### config.mk
export PLATFORM = sky130hd
export DESIGN_NAME = wb_result_stage
export DESIGN_NICKNAME = d
export VERILOG_FILES = /design/src/rtl/wb_pkg.sv /design/src/rtl/wb_src_sel.sv /design/src/rtl/wb_result_stage.sv
export SDC_FILE = /design/constraint.sdc
export NUM_CORES = 1
export LEC_CHECK = 0
export ABC_AREA = 0
export CAP_MARGIN = 20
export CORE_AREA = 4 4 103 105
export DETAILED_ROUTE_END_ITERATION = 12
export DIE_AREA = 0 0 107 109
export PLACE_DENSITY = 0.8
export SYNTH_ARGS = -nofsm -noshare
export SYNTH_HDL_FRONTEND = slang
export SYNTH_SLANG_ARGS = --single-unit
### constraint.sdc
create_clock -name clk -period 2.81 [get_ports clk]
set_input_delay 0.562 -clock clk [delete_from_list [all_inputs] [get_ports clk]]
set_output_delay 0.562 -clock clk [all_outputs]
set_load 0.1 [all_outputs]
### src/rtl/wb_pkg.sv
// Shared types and constants for the writeback result stage.
// Source codes name the default five-way result mux used by the W stage.
package wb_pkg;

  typedef enum logic {
    WB_IDLE = 1'b0,
    WB_WAIT = 1'b1
  } wb_state_e;

  localparam int SRC_ALU = 0;
  localparam int SRC_MEM = 1;
  localparam int SRC_PC4 = 2;
  localparam int SRC_IMM = 3;
  localparam int SRC_MUL = 4;

  localparam int WB_NSRC = 5;
  localparam int WB_RD_W = 5;

endpackage

### src/rtl/wb_src_sel.sv
// Combinational result-source selector: picks one packed source word and its
// valid bit by select code, and reports whether the code names a real source.
module wb_src_sel #(
  parameter int WIDTH = 32,
  parameter int NSRC  = 5,
  parameter int SELW  = $clog2(NSRC)
) (
  input  logic [SELW-1:0]       sel_i,
  input  logic [NSRC*WIDTH-1:0] d_i,
  input  logic [NSRC-1:0]       valid_i,
  output logic [WIDTH-1:0]      data_o,
  output logic                  valid_o,
  output logic                  in_range_o
);

  // Out-of-range codes match no iteration and fall through to all-zero outputs.
  always_comb begin
    data_o     = '0;
    valid_o    = 1'b0;
    in_range_o = 1'b0;
    for (int i = 0; i < NSRC; i++) begin
      if (sel_i == SELW'(i)) begin
        data_o     = d_i[i*WIDTH +: WIDTH];
        valid_o    = valid_i[i];
        in_range_o = 1'b1;
      end
    end
  end

endmodule

### src/rtl/wb_result_stage.sv
// Registered writeback-result stage: selects a result source, stalls upstream
// while a multi-cycle source is not ready, and bounds that wait with a timeout.
//
// Handshake: a request is presented with InValidW=1 and is taken in any cycle
// where StallW=0; while StallW=1 upstream holds ResultSrcW/RdW/RegWriteW/InValidW.
module wb_result_stage
  import wb_pkg::*;
#(
  parameter int WIDTH   = 32,
  parameter int NSRC    = WB_NSRC,
  parameter int SELW    = $clog2(NSRC),
  parameter int TIMEOUT = 64
) (
  input  logic                  clk,
  input  logic                  reset,
  input  logic [SELW-1:0]       ResultSrcW,
  input  logic [NSRC*WIDTH-1:0] d,
  input  logic [NSRC-1:0]       SrcValidW,
  input  logic                  InValidW,
  input  logic                  RegWriteW,
  input  logic [WB_RD_W-1:0]    RdW,
  output logic                  StallW,
  output logic                  WbValid,
  output logic                  WbWe,
  output logic [WB_RD_W-1:0]    WbRd,
  output logic [WIDTH-1:0]      ResultW,
  output logic                  WbErr,
  output wb_state_e             dbg_state_o
);

  localparam int CNT_W = (TIMEOUT > 2) ? $clog2(TIMEOUT) : 1;
  localparam logic [CNT_W-1:0] CNT_MAX = CNT_W'(TIMEOUT - 1);

  wb_state_e            state_q, state_d;
  logic [CNT_W-1:0]     cnt_q, cnt_d, cnt_inc;
  logic [SELW-1:0]      sel_q, sel_d;
  logic [WB_RD_W-1:0]   rd_q, rd_d;
  logic                 we_q, we_d;
  logic                 wbvalid_q, wbvalid_d;
  logic                 wbwe_q, wbwe_d;
  logic                 wberr_q, wberr_d;
  logic [WB_RD_W-1:0]   wbrd_q, wbrd_d;
  logic [WIDTH-1:0]     result_q, result_d;
  logic                 stall;

  logic [SELW-1:0]      sel_eff;
  logic [WIDTH-1:0]     src_data;
  logic                 src_valid;
  logic                 src_in_range;
  logic                 timeout_hit;

  // In WAIT the latched select drives the mux; the live select is ignored.
  assign sel_eff = (state_q == WB_WAIT) ? sel_q : ResultSrcW;

  wb_src_sel #(
    .WIDTH (WIDTH),
    .NSRC  (NSRC),
    .SELW  (SELW)
  ) u_src_sel (
    .sel_i      (sel_eff),
    .d_i        (d),
    .valid_i    (SrcValidW),
    .data_o     (src_data),
    .valid_o    (src_valid),
    .in_range_o (src_in_range)
  );

  // Counter saturates; the request times out when it is about to reach TIMEOUT-1,
  // so the whole request spans at most TIMEOUT cycles including the IDLE cycle.
  assign cnt_inc     = (cnt_q == CNT_MAX) ? cnt_q : cnt_q + CNT_W'(1);
  assign timeout_hit = (cnt_inc == CNT_MAX);

  always_comb begin
    state_d   = state_q;
    cnt_d     = cnt_q;
    sel_d     = sel_q;
    rd_d      = rd_q;
    we_d      = we_q;
    wbvalid_d = 1'b0;
    wbwe_d    = 1'b0;
    wberr_d   = 1'b0;
    wbrd_d    = wbrd_q;
    result_d  = result_q;
    stall     = 1'b0;

    unique case (state_q)
      WB_IDLE: begin
        if (InValidW) begin
          if (!src_in_range) begin
            result_d  = '0;
            wbvalid_d = 1'b1;
            wberr_d   = 1'b1;
          end else if (src_valid) begin
            result_d  = src_data;
            wbvalid_d = 1'b1;
            wbwe_d    = RegWriteW & (RdW != '0);
            wbrd_d    = RdW;
          end else begin
            stall   = 1'b1;
            sel_d   = ResultSrcW;
            rd_d    = RdW;
            we_d    = RegWriteW & (RdW != '0);
            cnt_d   = '0;
            state_d = WB_WAIT;
          end
        end
      end

      WB_WAIT: begin
        cnt_d = cnt_inc;
        if (src_valid) begin
          result_d  = src_data;
          wbvalid_d = 1'b1;
          wbwe_d    = we_q;
          wbrd_d    = rd_q;
          state_d   = WB_IDLE;
        end else if (timeout_hit) begin
          result_d  = '0;
          wbvalid_d = 1'b1;
          wberr_d   = 1'b1;
          state_d   = WB_IDLE;
        end else begin
          stall = 1'b1;
        end
      end

      default: state_d = WB_IDLE;
    endcase
  end

  always_ff @(posedge clk) begin
    if (!reset) begin
      state_q   <= WB_IDLE;
      cnt_q     <= '0;
      sel_q     <= '0;
      rd_q      <= '0;
      we_q      <= 1'b0;
      wbvalid_q <= 1'b0;
      wbwe_q    <= 1'b0;
      wberr_q   <= 1'b0;
      wbrd_q    <= '0;
      result_q  <= '0;
    end else begin
      state_q   <= state_d;
      cnt_q     <= cnt_d;
      sel_q     <= sel_d;
      rd_q      <= rd_d;
      we_q      <= we_d;
      wbvalid_q <= wbvalid_d;
      wbwe_q    <= wbwe_d;
      wberr_q   <= wberr_d;
      wbrd_q    <= wbrd_d;
      result_q  <= result_d;
    end
  end

  assign StallW      = stall;
  assign WbValid     = wbvalid_q;
  assign WbWe        = wbwe_q;
  assign WbErr       = wberr_q;
  assign WbRd        = wbrd_q;
  assign ResultW     = result_q;
  assign dbg_state_o = state_q;

endmodule

==> results <==
- The max-capacitance violation count is 0.
- The count of inserted antenna diode cells is 0.
- The final critical-path required period is 2.71 ns.
- After floorplanning, the core was sized to cover 9640 µm².
- The internal power component is 0.00158 W.
- The worst ir drop on vdd is 0.283 mV.
- The portion of total power attributed to the clock network is 0.217.
- The number of failing setup endpoints in the final timing report is 0.
- The total die area is 11,700 µm².
- The ratio of cells with drive above 1 in the final layout is 0.168.
- The largest fanout on the critical path is 5.
- The initial utilization of the core area, before any placement, comes to 0.363.
- For the worst-skew pair, the clock arrives at the later sink with an insertion delay of 0.31 ns.
- The post-synthesis net count is 576.
- The die is 107 µm wide.
- The CTS H-tree depth is 2.
- Ranked by total cell area, the synthesized netlist is headed by sky130_fd_sc_hd__dfxtp_1, sky130_fd_sc_hd__mux2i_1, sky130_fd_sc_hd__a222oi_1, sky130_fd_sc_hd__o2bb2ai_1, sky130_fd_sc_hd__o22ai_1.
- The number of warnings printed during yosys synthesis is 0.
- The final-report hold violation count came to 0.
- The slowest cell on the critical path is sky130_fd_sc_hd__or4bb_1.
- Of the post-synthesis cell area, the dominant cell type holds 0.321.
- The HPWL after detailed placement is 11,600 µm.
- Synthesis produced a netlist whose cell count is 398.
- The number of buffers added for setup after CTS is 0.
- The average wire length per cell after detail routing is 20.0 µm.
- The number of clock sinks is 56.
- The worst min-delay path category is flip-flop to flip-flop.
- The number of primary I/O pins is 219.
- The reported leakage power is 2.27 nW.
- The number of clock buffers inserted by TritonCTS is 5.
- The maximum count of clock buffers along a single path is 2.
- The type of the worst setup path is input pin to primary output.
- The post-synthesis register bit count is 56.
- The number of enable flip-flop cells after synthesis is 0.
- The vertical die dimension is 109 µm.
- The vias after detailed routing is 4,217.
- The relative slew slack is 0.556.
- After detailed routing, the number of remaining DRC violations is 0.
- For this run, the top clock speed supported by timing is 370 MHz.
- The count of buffers added on input and output ports is 218.
- The post-detailed-routing wire length is 14,900 µm.
- The number of max-slew violations in the final report is 0.
- TritonCTS built the clock tree.
- For this run, the total global-route usage over all layers was measured as 0.238.
- The starting DRC count in detailed routing is 399.
- The most repeated cell in the gate-level netlist after synthesis is sky130_fd_sc_hd__dfxtp_1.
- For this run, the post-layout net count is 791.
- The count of TritonRoute iterations in the first routing pass is 8.
- Summed over all layers, the global routing overflow is 0.
- The wire length of the first global-routing pass is 22,000 µm.
- Clock skew on the completed layout was measured at 0.00999 ns.
- The remaining antenna violation count is 0.
- In the post-route analysis, the smallest setup slack over all paths is 0.104 ns.
- STA classifies the critical path endpoint as a primary output.
- The tree is rooted in a sky130_fd_sc_hd__clkbuf_8.
- The number of distinct library cells after synthesis is 55.
- The average cell area after synthesis is 8.79 µm².
- The number of antenna violations at the first check in global routing was 1.
- For the pin with the worst max-slew slack, the measured transition is 0.665 ns.
- The largest total area in the synthesized netlist belongs to sky130_fd_sc_hd__dfxtp_1.
- The cell row count is 36.
- STA puts the critical path data arrival time at 2.14 ns.
- The total standard cell area after synthesis is 3500 µm².
- The share of total power dissipated in combinational logic is 0.429.
- The layout overhead on the synthesized area is 72.4%.
- The largest net degree at the start of global routing is 36.
- STA puts the critical path data required time at 2.25 ns.
- For this design the ratio of total power to cell area is 403 nW/µm².
- The post-placement setup slack is -0.132 ns.
- The commonest register cell after synthesis is sky130_fd_sc_hd__dfxtp_1.
- The sequential fraction of the synthesis area is 0.321.
- The analysis attributes to net switching a power of 0.000853 W.
- The portion of total power attributed to sequential cells is 0.355.
- By count the netlist is led by sky130_fd_sc_hd__dfxtp_1, sky130_fd_sc_hd__mux2i_1, sky130_fd_sc_hd__inv_1.
- Dividing the final minimum period by the clock period gives 0.963.
- The run finished with clean final reports.
- For this run, the slowest stage of the critical path takes 0.55 ns.
- Routability-driven placement finished with a final weighted congestion of 0.946.
- STA classifies the critical path startpoint as an input pin.
- Walking the worst path, the cells encountered are dlygate4sd2_1 -> or4bb_1 -> a21o_1 -> o2111ai_2 -> nand2_2 -> a21oi_4 -> buf_12.
- The via count of the first global-routing pass is 4,203.
- After layout, the design draws a total of 0.00243 W.
- In the synthesized netlist the async set-or-reset flop fraction comes to 0.
- Of the total power, the share spent switching nets is 0.351.
- Setup repair after global routing left no endpoint under its margin.
- The clock transition at the register clock pins on the worst setup and hold paths after CTS is 0.10 ns.
- The ratio of routed vias to standard cells is 5.65.
-- critical path, delay by kind of cell --
| kind | cells | cell delay, ns |
|---|---|---|
| compound gates | 3 | 0.44 |
| simple gates | 2 | 0.65 |
| buf+inv | 2 | 0.49 |
-- stage by stage --
stage                     hold WS, ns  instance area (µm²)  instances  utilization  TNS [ns]
after global routing            0.497                 6030        747        0.626         0
after floorplan                 0.435                 3510        398            -         0
after global placement          0.443                 5890        739        0.611   -0.0994
after detailed placement        0.452                 5890        739        0.611     -1.48
after CTS                       0.469                 6010        747        0.623         0
final                           0.468                 6030        747        0.626         0
-- cell usage in the layout, fill, tap and decap left out, types with 3 or more instances in the layout --
cell | Yosys | layout
sky130_fd_sc_hd__clkdlybuf4s50_1 | 0 | 173
sky130_fd_sc_hd__buf_12 | 0 | 5
sky130_fd_sc_hd__inv_1 | 35 | 35
sky130_fd_sc_hd__nand4_1 | 4 | 4
sky130_fd_sc_hd__clkbuf_8 | 0 | 5
sky130_fd_sc_hd__a211oi_1 | 4 | 4
sky130_fd_sc_hd__buf_4 | 4 | 65
sky130_fd_sc_hd__o22ai_1 | 33 | 32
sky130_fd_sc_hd__or2_2 | 5 | 5
sky130_fd_sc_hd__a222oi_1 | 32 | 32
sky130_fd_sc_hd__nor2_1 | 9 | 8
sky130_fd_sc_hd__dfxtp_1 | 56 | 54
sky130_fd_sc_hd__mux2i_4 | 0 | 3
sky130_fd_sc_hd__o2bb2ai_1 | 32 | 32
sky130_fd_sc_hd__nand2_1 | 32 | 30
sky130_fd_sc_hd__nor4_1 | 4 | 4
sky130_fd_sc_hd__nand3_1 | 6 | 6
sky130_fd_sc_hd__o21ai_0 | 9 | 9
sky130_fd_sc_hd__a21oi_1 | 5 | 4
sky130_fd_sc_hd__o211ai_1 | 5 | 5
sky130_fd_sc_hd__mux2i_1 | 49 | 47
-- worst paths after layout --
path                                             start  depth (start not counted)  slack [ns]                  endpoint
worst max-delay path                     ResultSrcW[2]                          7        0.10                    StallW
worst min-delay path              WbRd[3]$_SDFFE_PN0P_                          2        0.47      WbRd[3]$_SDFFE_PN0P_
worst max register to register  dbg_state_o$_SDFF_PN0_                          7        0.50  ResultW[28]$_SDFFE_PN0P_
worst min register to register    WbRd[3]$_SDFFE_PN0P_                          2        0.47      WbRd[3]$_SDFFE_PN0P_
-- area by class of cell --
type / count / area [µm²]
timing repair buffer: 246 / 2350
sequential: 56 / 1130
multi-input combinational: 268 / 2140
clock inverter: 2 / 35.0
clock buffer: 6 / 72.6
fill: 871 / 3610
tap: 133 / 166
inverter: 36 / 135
-- state kept, by name, summed over array words and instances (netlist names) --
register	flops
ResultW	32
WbErr	1
WbRd	5
WbValid	1
WbWe	1
cnt_q	6
dbg_state_o	1
rd_q	5
sel_q	3
we_q	1
-- per-layer routing --
layer / vias up / share of wire / global-route usage
met5: - / 0.00060 / 0
met4: 2 / 0.020 / 0.0658
met3: 26 / 0.081 / 0.0663
met2: 216 / 0.49 / 0.411
met1: 1974 / 0.41 / 0.292
li1: 1999 / - / -
-- kinds of logic after synthesis --
group	synth area share
AO/OA/AOI/OAI	0.326
adder cells (fa/ha/maj)	0.00358
buffers and inverters	0.0884
flip-flops	0.321
multiplexers	0.156
AND/OR/NAND/NOR	0.106
-- power groups by stage --
stage / Combinational, W / Clock [W] / Sequential [W]
6_report: 0.00104 / 0.000526 / 0.000861
5_1_grt: 0.00109 / 0.000568 / 0.000867
4_1_cts: 0.00104 / 0.000541 / 0.000861
3_5_place_dp: 0.00104 / 0 / 0.000879
3_3_place_gp: 0.00103 / 0 / 0.000876
2_1_floorplan: 0.000377 / 0 / 0.00108
-- timing repair --
| action | 4_1_cts | 5_1_grt |
|---|---|---|
| pin swaps | 1 | 0 |
| endpoints found under the setup margin | 1 | 1 |
| resized for setup | 8 | 4 |
| hold buffers | 0 | 0 |
Power figures use the tool's default switching activity.
